`config.mk`:
```
export PLATFORM = sky130hd
export DESIGN_NAME = pipeline_hazard_ctrl
export DESIGN_NICKNAME = d
export VERILOG_FILES = /design/src/rtl/pipeline_hazard_ctrl.sv
export SDC_FILE = /design/constraint.sdc
export NUM_CORES = 1
export LEC_CHECK = 0
export ABC_CLOCK_PERIOD_IN_PS = 3700
export CORE_MARGIN = 2
export CORE_UTILIZATION = 25
export CTS_CLUSTER_SIZE = 40
export DETAILED_ROUTE_END_ITERATION = 16
export MAX_ROUTING_LAYER = met4
export PLACE_DENSITY = 0.88
export SYNTH_ARGS = -nofsm -noshare
export SYNTH_HDL_FRONTEND = slang
export SYNTH_SLANG_ARGS = --single-unit
```
`constraint.sdc`:
```
create_clock -name clk -period 3.7 [get_ports clk]
set_clock_uncertainty 0.05 [all_clocks]
set_input_delay 0.555 -clock clk [delete_from_list [all_inputs] [get_ports clk]]
set_output_delay 0.555 -clock clk [all_outputs]
set_load 0.02 [all_outputs]
```
`src/rtl/pipeline_hazard_ctrl.sv`:
```
// Stall/flush sequencer for the 5-stage pipeline: load-use, taken-branch and multicycle EX hazards.
// Defining HAZARD_PERF_CNT_EN adds saturating stall/flush/load-use event counters.

module pipeline_hazard_ctrl #(
   parameter int unsigned MUL_CYCLES = 3,
   parameter int unsigned DIV_CYCLES = 8,
   parameter logic [31:0] NOP_IR     = 32'h6800_0000
) (
   input  logic        clk,
   input  logic        reset,
   input  logic [31:0] input_OF_IR,
   input  logic [31:0] input_EX_IR,
   input  logic [31:0] input_MA_IR,
   input  logic        is_branch_taken,
   output logic        pc_en,
   output logic        if_of_en,
   output logic        of_ex_en,
   output logic        if_of_flush,
   output logic        of_ex_bubble,
   output logic        ex_ma_bubble,
   output logic        alu_busy
`ifdef HAZARD_PERF_CNT_EN
   ,
   output logic [31:0] stall_cycles,
   output logic [31:0] flush_events,
   output logic [31:0] loaduse_events
`endif
);

   typedef enum logic [4:0] {
      OP_ADD  = 5'b00000,
      OP_SUB  = 5'b00001,
      OP_MUL  = 5'b00010,
      OP_DIV  = 5'b00011,
      OP_MOD  = 5'b00100,
      OP_CMP  = 5'b00101,
      OP_AND  = 5'b00110,
      OP_OR   = 5'b00111,
      OP_NOT  = 5'b01000,
      OP_MOV  = 5'b01001,
      OP_LSL  = 5'b01010,
      OP_LSR  = 5'b01011,
      OP_ASR  = 5'b01100,
      OP_NOP  = 5'b01101,
      OP_LD   = 5'b01110,
      OP_ST   = 5'b01111,
      OP_BEQ  = 5'b10000,
      OP_BGT  = 5'b10001,
      OP_B    = 5'b10010,
      OP_CALL = 5'b10011,
      OP_RET  = 5'b10100
   } opcode_e;

   typedef enum logic {
      S_IDLE,
      S_BUSY
   } state_e;

   localparam logic [3:0] RA_REG   = 4'hF;
   localparam logic [4:0] MUL_LOAD = (MUL_CYCLES >= 2) ? 5'(MUL_CYCLES - 2) : 5'd0;
   localparam logic [4:0] DIV_LOAD = (DIV_CYCLES >= 2) ? 5'(DIV_CYCLES - 2) : 5'd0;
   localparam logic       MUL_MC   = (MUL_CYCLES >= 2);
   localparam logic       DIV_MC   = (DIV_CYCLES >= 2);

   // Field decode of the OF and EX instructions.
   opcode_e    w_of_op;
   opcode_e    w_ex_op;
   logic       w_of_imm;
   logic [3:0] w_of_rd;
   logic [3:0] w_of_rs1;
   logic [3:0] w_of_rs2;
   logic [3:0] w_ex_rd;

   assign w_of_op  = opcode_e'(input_OF_IR[31:27]);
   assign w_of_imm = input_OF_IR[26];
   assign w_of_rd  = input_OF_IR[25:22];
   assign w_of_rs1 = input_OF_IR[21:18];
   assign w_of_rs2 = input_OF_IR[17:14];
   assign w_ex_op  = opcode_e'(input_EX_IR[31:27]);
   assign w_ex_rd  = input_EX_IR[25:22];

   // MA is not needed for these hazards and the controller never injects NOP_IR itself.
   logic w_unused;
   assign w_unused = ^{input_MA_IR, input_OF_IR[13:0], input_EX_IR[26], input_EX_IR[21:0], NOP_IR};

   logic       w_src1_vld;
   logic       w_src2_vld;
   logic [3:0] w_src1;
   logic [3:0] w_src2;

   // NOTE: every signal written in an always_comb gets a default first; a path
   // that leaves one unassigned would infer a latch.
   always_comb begin
      w_src1_vld = 1'b0;
      w_src2_vld = 1'b0;
      w_src1     = w_of_rs1;
      w_src2     = w_of_rs2;
      case (w_of_op)
         OP_NOP, OP_B, OP_BEQ, OP_BGT, OP_CALL: begin
         end
         OP_RET: begin
            w_src1_vld = 1'b1;
            w_src1     = RA_REG;
         end
         OP_ST: begin
            w_src1_vld = 1'b1;
            w_src2_vld = 1'b1;
            w_src2     = w_of_rd;
         end
         OP_NOT, OP_MOV: begin
            w_src2_vld = ~w_of_imm;
         end
         default: begin
            w_src1_vld = 1'b1;
            w_src2_vld = ~w_of_imm;
         end
      endcase
   end

   logic w_loaduse;
   assign w_loaduse = (w_ex_op == OP_LD) &&
                      ((w_src1_vld && (w_src1 == w_ex_rd)) ||
                       (w_src2_vld && (w_src2 == w_ex_rd)));

   logic       w_ex_mul;
   logic       w_ex_div;
   logic       w_ex_multi;
   logic [4:0] w_ex_load;

   assign w_ex_mul   = (w_ex_op == OP_MUL);
   assign w_ex_div   = (w_ex_op == OP_DIV) || (w_ex_op == OP_MOD);
   assign w_ex_multi = (w_ex_mul && MUL_MC) || (w_ex_div && DIV_MC);
   assign w_ex_load  = w_ex_mul ? MUL_LOAD : DIV_LOAD;

   // Multicycle FSM: cnt counts the remaining stall cycles after the current one.
   state_e     r_state;
   state_e     w_state_nxt;
   logic [4:0] r_cnt;
   logic [4:0] w_cnt_nxt;
   logic       w_stall;

   always_comb begin
      w_state_nxt = r_state;
      w_cnt_nxt   = r_cnt;
      w_stall     = 1'b0;
      case (r_state)
         S_IDLE: begin
            if (w_ex_multi) begin
               w_stall     = 1'b1;
               w_cnt_nxt   = w_ex_load;
               w_state_nxt = S_BUSY;
            end
         end
         S_BUSY: begin
            if (r_cnt != 5'd0) begin
               w_stall   = 1'b1;
               w_cnt_nxt = r_cnt - 5'd1;
            end else begin
               w_state_nxt = S_IDLE;
            end
         end
         default: begin
            w_state_nxt = S_IDLE;
         end
      endcase
   end

   // NOTE: sequential state uses non-blocking assignments so every flop samples
   // the pre-edge values, independent of statement order.
   always_ff @(posedge clk or posedge reset) begin
      if (reset) begin
         r_state <= S_IDLE;
         r_cnt   <= 5'd0;
      end else begin
         r_state <= w_state_nxt;
         r_cnt   <= w_cnt_nxt;
      end
   end

   // Priority: multicycle stall, then branch flush, then load-use bubble.
   logic w_branch;
   logic w_lu_stall;

   assign w_branch   = is_branch_taken && !w_stall;
   assign w_lu_stall = w_loaduse && !is_branch_taken && !w_stall;

   always_comb begin
      pc_en        = 1'b1;
      if_of_en     = 1'b1;
      of_ex_en     = 1'b1;
      if_of_flush  = 1'b0;
      of_ex_bubble = 1'b0;
      ex_ma_bubble = 1'b0;
      alu_busy     = 1'b0;
      if (!reset) begin
         if (w_stall) begin
            pc_en        = 1'b0;
            if_of_en     = 1'b0;
            of_ex_en     = 1'b0;
            ex_ma_bubble = 1'b1;
            alu_busy     = 1'b1;
         end else if (w_branch) begin
            if_of_flush  = 1'b1;
            of_ex_bubble = 1'b1;
         end else if (w_lu_stall) begin
            pc_en        = 1'b0;
            if_of_en     = 1'b0;
            of_ex_bubble = 1'b1;
         end
      end
   end

`ifdef HAZARD_PERF_CNT_EN
   logic [31:0] r_stall_cycles;
   logic [31:0] r_flush_events;
   logic [31:0] r_loaduse_events;

   always_ff @(posedge clk or posedge reset) begin
      if (reset) begin
         r_stall_cycles   <= 32'd0;
         r_flush_events   <= 32'd0;
         r_loaduse_events <= 32'd0;
      end else begin
         if (w_stall && (r_stall_cycles != 32'hFFFF_FFFF)) begin
            r_stall_cycles <= r_stall_cycles + 32'd1;
         end
         if (w_branch && (r_flush_events != 32'hFFFF_FFFF)) begin
            r_flush_events <= r_flush_events + 32'd1;
         end
         if (w_lu_stall && (r_loaduse_events != 32'hFFFF_FFFF)) begin
            r_loaduse_events <= r_loaduse_events + 32'd1;
         end
      end
   end

   assign stall_cycles   = r_stall_cycles;
   assign flush_events   = r_flush_events;
   assign loaduse_events = r_loaduse_events;
`endif

endmodule

```
# --- Yosys cells after proc, flatten, opt, wreduce, memory -nomap -nowiden ---
# Cells that the tools add are included.
classes:
  add_sub_neg: 1
  eq_ne: 17
  muxes: 26
  bitwise_logic: 2
  reduce_logical: 15
op_table:
  columns: ["cell", "count"]
  rows:
  - ["$eq A5 B4 Y1 const B", 5]
  - ["$eq A5 B5 Y1 const B", 5]
  - ["$mux W1", 18]
  - ["$eq A5 B2 Y1 const B", 2]
  - ["$mux W5", 2]
  - ["$pmux W5 S2", 1]
  - ["$eq A4 B4 Y1", 2]
  - ["$mux W4", 2]
  - ["$reduce_or A7 Y1", 1]
  - ["$logic_and A1 B1 Y1", 6]
  - ["$reduce_or A6 Y1", 1]
  - ["$eq A5 B3 Y1 const B", 1]
  - ["$reduce_bool A5 Y1", 1]
  - ["$sub A5 B1 Y5 const B", 1]
  - ["$pmux W1 S2", 2]
  - ["$logic_or A1 B1 Y1", 3]
  - ["$mux W3", 1]
  - ["$logic_not A1 Y1", 2]
  - ["$ne A2 B1 Y1 const B", 1]
  - ["$ne A2 B2 Y1 const B", 1]
  - ["$not A1 Y1", 2]
  - ["$reduce_and A2 Y1", 1]
totals:
  register_bits: 6
  input_bits: 99

# --- Logic depth before layout (Yosys ltp) ---
# Gate-level depths: netlist of the first run.
logic_depth:
  depth_word: 12
  ltp_mapped: 7
  depth_no_buf: 7

# --- Least setup slack after synthesis of the first run ---
# Ideal clock, no wire load.
synth_timing:
  kind: "input-to-output"
  start: "in input_OF_IR[30]"
  end: "out pc_en"
  arrival_time_ps: 2223
  required_time_ps: 3095
  path_slack_ps: 872
  cell_stages: 7
  n_path_buf: 1
  cell_sequence: "nand2b_2 > or4_1 > nand4_1 > a311o_1 > nand3_1 > o221ai_1 > buf_4"
synth_between:
  elab_chain_len: 12
  word_cells_on_any_way: 27
  cone_classes: "eq/ne (11); mux (8); reduce/logical (8)"
synth_lines:
  columns: ["item", "line", "source"]
  rows:
  - ["from (decl)", "11", "input logic [31:0] input_OF_IR,"]
  - ["$eq A5 B5 Y1 or $eq A5 B4 Y1 (tied branches)", "98", "case (w_of_op)"]
  - ["$reduce_or A6 Y1 (no line), or another cell as far along", null, null]
  - ["$pmux W1 S2, or another cell as far along", "98", null]
  - ["$logic_and A1 B1 Y1 (on tied branches)", "123, 122", null]
  - ["$logic_or A1 B1 Y1 (*)", "122", "((w_src1_vld && (w_src1 == w_ex_rd)) ||"]
  - ["$logic_and A1 B1 Y1 (*)", "121", "assign w_loaduse = (w_ex_op == OP_LD) &&"]
  - ["$logic_and A1 B1 Y1 (*) (2 in a row)", "185", "assign w_lu_stall = w_loaduse && !is_branch_taken && !w_stall;"]
  - ["$mux W1 (*) (4 in a row)", null, null]
  - ["to (decl)", "15", "output logic pc_en,"]
# Every way passes the cells marked *; elsewhere a longest branch is shown, timed or not.

# --- Worst setup path in the final report of the first run ---
layout_timing:
  start: "in input_OF_IR[30]"
  end: "out if_of_en"
layout_between:
  elab_chain_len: 12
  word_cells_on_any_way: 27
  cone_classes: "eq/ne (11); mux (8); reduce/logical (8)"
layout_lines:
  columns: ["item", "line", "source"]
  rows:
  - ["$eq A5 B5 Y1 or $eq A5 B4 Y1 (tied branches)", "98", null]
  - ["$reduce_or A6 Y1 (no line), or another cell as far along", null, null]
  - ["$pmux W1 S2, or another cell as far along", "98", null]
  - ["$logic_and A1 B1 Y1 (on tied branches)", "123, 122", null]
  - ["$logic_or A1 B1 Y1 (*)", "122", null]
  - ["$logic_and A1 B1 Y1 (*)", "121", null]
  - ["$logic_and A1 B1 Y1 (*) (2 in a row)", "185", null]
  - ["$mux W1 (*)", "205", "end else if (w_lu_stall) begin"]
  - ["$mux W1 (*)", "202", "end else if (w_branch) begin"]
  - ["$mux W1 (*)", "196", "if (w_stall) begin"]
  - ["$mux W1 (*)", "195", "if (!reset) begin"]
  - ["to (decl)", "16", "output logic if_of_en,"]
# Marked as above.

==> summary.md, run 1 <==
| Metric | Value |
|---|---|
| Transition time of the tightest slew-check pin | `0.6022 ns` |
| Clock slew at the register clock pins of the worst setup and hold paths | `0.05 ns` |
| Gp weighted congestion | `0.8868` |
| Post-synthesis cell count | `94` |
| Total power divided by cell area | `407.4 nW/µm²` |
| Predominant post-synthesis flop cell | `sky130_fd_sc_hd__dfrtp_1` |
| Count of buffers added by post-CTS timing repair for setup | `0` |
| Filler-free cell count of the finished design | `167` |
| Flip-flop and latch count after synthesis | `6` |
| Number of max-slew violations in the final report | `0` |
| Unrepaired setup endpoints after global routing | `false` |
| TritonCTS Buffers | `3` |
| First-pass detailed-route iteration total | `4` |
| Cells after DPL | `164` |
| Final cycle utilization of the critical path | `0.9661` |
| Overall die width | `58.06 µm` |
| Tightest Hold Check Type | `reg -> reg` |
| Initial antenna violation count | `0` |
| Wire length of the first global-routing pass | `3346 µm` |
| Crit path time final | `3.574 ns` |
| Total detailed-routing wirelength | `2021 µm` |
| DRC errors left | `0` |
| Chip Height | `58.06 µm` |
| Sw Share | `0.4163` |
| Reported net switching power | `200.1 µW` |
| Commonest non-fill, non-tap cell in the layout | `sky130_fd_sc_hd__clkdlybuf4s50_1` |
| Fraction of final layout cells sized beyond drive strength 1 | `0.1029` |
| Placement row count | `19` |
| Per-cell via count in the routed design | `5.114` |
| Status | `completed` |
| Tot GR Track Use | `0.1304` |
| Max-slew headroom at the worst pin | `0.5881` |
| Crit Path Category | `in -> out` |
| Fraction of power consumed by combinational cells | `0.613` |
| Number of nets in the finished design | `239` |
| Internal power consumption | `280.6 µW` |
| Number of violations reported at the end of detailed-routing iteration 0 | `14` |
| Total Die Area | `3371 µm²` |
| Core Area | `2758 µm²` |
| Vias in the first global route | `759` |
| Portion of total power attributed to sequential cells | `0.261` |
| Total power after layout | `480.7 µW` |
| Required time worst endpoint | `3.09 ns` |
| Layout Cell Area excl Fill | `1180 µm²` |
| Top cell type by total area after synthesis | `sky130_fd_sc_hd__dfrtp_1` |
| Sum of overflow across all layers after global routing | `0` |
| Leakage power of the design | `0.4919 nW` |
| Data arrival time of the worst path | `2.97 ns` |
| Cell area after synthesis | `730.7 µm²` |
| Area grow syn2layout | `61.47%` |
| Fillers | `287` |
| Top cells by area in the synthesized netlist | `sky130_fd_sc_hd__dfrtp_1 (21%), sky130_fd_sc_hd__inv_1 (4.6%), sky130_fd_sc_hd__nor2_1 (4.6%)` |
| Number of levels the H-tree was split into | `1` |
| Peak supply drop | `0.2554 mV` |
| Final cell utilization of the core | `0.4279` |
| DPL Wire Length | `1688 µm` |
| Number of hold violations in the final report | `0` |
| Initial Util | `0.2650` |
| Fraction of synthesis flops using an asynchronous set or reset pin | `1.000` |
| Count of warnings emitted by yosys | `0` |
| Maximum number of buffers from clock root to sink | `2` |
| Clock Latency Late Sink | `0.24 ns` |
| Routed length per placed instance | `12.10 µm` |
| Instance area at placement | `1152 µm²` |
| Vias after detailed routing | `854` |
| Clk network pwr share | `0.126` |
| Antenna viol nets, final | `0` |
| CP startpoint kind | `input pin` |
| EDFF count, synth | `0` |
| Number of nets produced by synthesis | `195` |
| Ant diodes | `0` |
| Number of placed I/O pins | `106` |
| Largest net degree at the start of global routing | `9` |
| Max_cap viols | `0` |
| Largest fanout on the critical path | `4` |
| Number of input and output port buffers inserted | `36` |
| TritonCTS clock tree | `done` |
| Proportion of synthesized chip area in sequential cells | `0.2055` |
| Post-synth cell types | `44` |
| Total number of clock tree sinks | `6` |
| Average instance area after synthesis | `7.773 µm²` |
| Worst setup EP type | `output pin` |
| Fmax | `279.8 MHz` |
| Aggregate negative setup slack | `0 ns` |
| Leading cell types in the layout, fill and taps excluded | `sky130_fd_sc_hd__clkdlybuf4s50_1 (34), sky130_fd_sc_hd__nor2_1 (9), sky130_fd_sc_hd__inv_1 (9)` |
| Area share of the largest cell type after synthesis | `0.2055` |
| Final setup violating endpoints | `0` |
| CTS root buf | `sky130_fd_sc_hd__clkbuf_4` |
kinds of logic (layout without fill, tap and decap cells):
family	Yosys count	after routing	share of synthesized area
DFF	6	6	0.2055
xor gates and xnor gates	5	5	0.05994
muxes	2	2	0.02911
AOI/OAI and AO/OA	26	26	0.2603
buffers and inverters	11	53	0.06677
and+or+nand+nor	42	42	0.3442
adders and majority gates	2	2	0.03424
area by class of cell:
type,instances,area [µm²],area share
multi-input combinational,77,531.8,0.4507
timing repair buffer,41,402.9,0.3415
sequential,6,150.1,0.1273
tap,31,38.79,0.03287
inverter,9,33.78,0.02863
clock buffer,3,22.52,0.01909
sequential cells by signal, summed over array words and instances, names as in the netlist:
register  count
r_cnt         5
r_state       1
what timing repair did:
item	in CTS	in global routing
hold buffers	0	0
gates resized for setup	0	2
endpoints found under the setup margin	0	2
critical path, stage by stage:
cell and delay, ns:
sky130_fd_sc_hd__clkdlybuf4s50_1 0.43, sky130_fd_sc_hd__nand2b_2 0.22, sky130_fd_sc_hd__or4_1 0.49, sky130_fd_sc_hd__nand4_1 0.11, sky130_fd_sc_hd__a311o_1 0.18, sky130_fd_sc_hd__nand3_1 0.08
sky130_fd_sc_hd__o221ai_1 0.24, sky130_fd_sc_hd__clkdlybuf4s50_1 0.66
path summary, 6_finish.rpt:
path                                 startpoint        to  slack, ns  cells past startpoint
worst min register to register         r_cnt[0]  r_cnt[0]       0.44                      1
worst min-delay path                   r_cnt[0]  r_cnt[0]       0.44                      1
min in group asynchronous                 reset   r_state       0.55                      2
worst max-delay path            input_OF_IR[30]  if_of_en       0.13                      8
worst max register to register         r_cnt[0]  r_cnt[3]       1.98                      7
max in group asynchronous                 reset  r_cnt[2]       2.83                      2
cells in the mapped netlist, types with 2 or more instances:
cell,count
sky130_fd_sc_hd__nor2_1,9
sky130_fd_sc_hd__xor2_1,2
sky130_fd_sc_hd__nand2_1,6
sky130_fd_sc_hd__ha_1,2
sky130_fd_sc_hd__o221ai_1,2
sky130_fd_sc_hd__a31oi_1,3
sky130_fd_sc_hd__nand4_1,2
sky130_fd_sc_hd__buf_4,2
sky130_fd_sc_hd__xnor2_1,3
sky130_fd_sc_hd__inv_1,9
sky130_fd_sc_hd__o21ai_0,5
sky130_fd_sc_hd__nor4_1,2
sky130_fd_sc_hd__and2_1,2
sky130_fd_sc_hd__nor3b_1,2
sky130_fd_sc_hd__nand3_1,3
sky130_fd_sc_hd__a21oi_1,4
sky130_fd_sc_hd__nand2b_1,4
sky130_fd_sc_hd__dfrtp_1,6
per-layer routing:
layer / global-route usage / vias up / share of wire
li1: - / 438 / -
met1: 0.2011 / 382 / 0.54
met2: 0.1688 / 34 / 0.39
met3: 0.02232 / 0 / 0.067
met4: 0.03987 / 0 / 0
met5: - / - / 0
power by group through the flow:
stage	logic, mW	registers, mW	clock network (mW)
final	0.295	0.125	0.0604
after global routing	0.326	0.131	0.0651
after CTS	0.297	0.125	0.0616
after detailed placement	0.296	0.126	0
after global placement	0.288	0.125	0
after floorplan	0.185	0.120	0
metrics by stage:
stage / hold slack [ns] / setup WS [ns]
3_5_place_dp: 0.4270 / 0.07725
4_1_cts: 0.4349 / 0.07543
3_3_place_gp: 0.4197 / 0.1186
5_1_grt: 0.4666 / 0.01221
2_1_floorplan: 0.3119 / 0.8719
6_report: 0.4396 / 0.1255
(Power assumes the default switching activity.)
==> run 2: changes to the inputs <==
--- a/config.mk
+++ b/config.mk
@@ -10,7 +10,6 @@
 export CORE_UTILIZATION = 25
 export CTS_CLUSTER_SIZE = 40
 export DETAILED_ROUTE_END_ITERATION = 16
-export MAX_ROUTING_LAYER = met4
 export PLACE_DENSITY = 0.88
 export SYNTH_ARGS = -nofsm -noshare
 export SYNTH_HDL_FRONTEND = slang
==> results of run 2 <==
Final layout, timing and power as in run 1 (identical DEF).
Among the figures that moved: final weighted congestion in routability-driven placement 0.8868 -> 0.8725; overall routing resource usage 0.1304 -> 0.1266
==> run 3: changes to the inputs <==
--- a/config.mk
+++ b/config.mk
@@ -11,6 +11,7 @@
 export CTS_CLUSTER_SIZE = 40
 export DETAILED_ROUTE_END_ITERATION = 16
 export PLACE_DENSITY = 0.88
+export SLEW_MARGIN = 25
 export SYNTH_ARGS = -nofsm -noshare
 export SYNTH_HDL_FRONTEND = slang
 export SYNTH_SLANG_ARGS = --single-unit
==> results of run 3 <==
Final layout, timing and power as in run 1 (identical DEF).
Among the figures that moved: final weighted congestion in routability-driven placement 0.8868 -> 0.8725; overall routing resource usage 0.1304 -> 0.1266
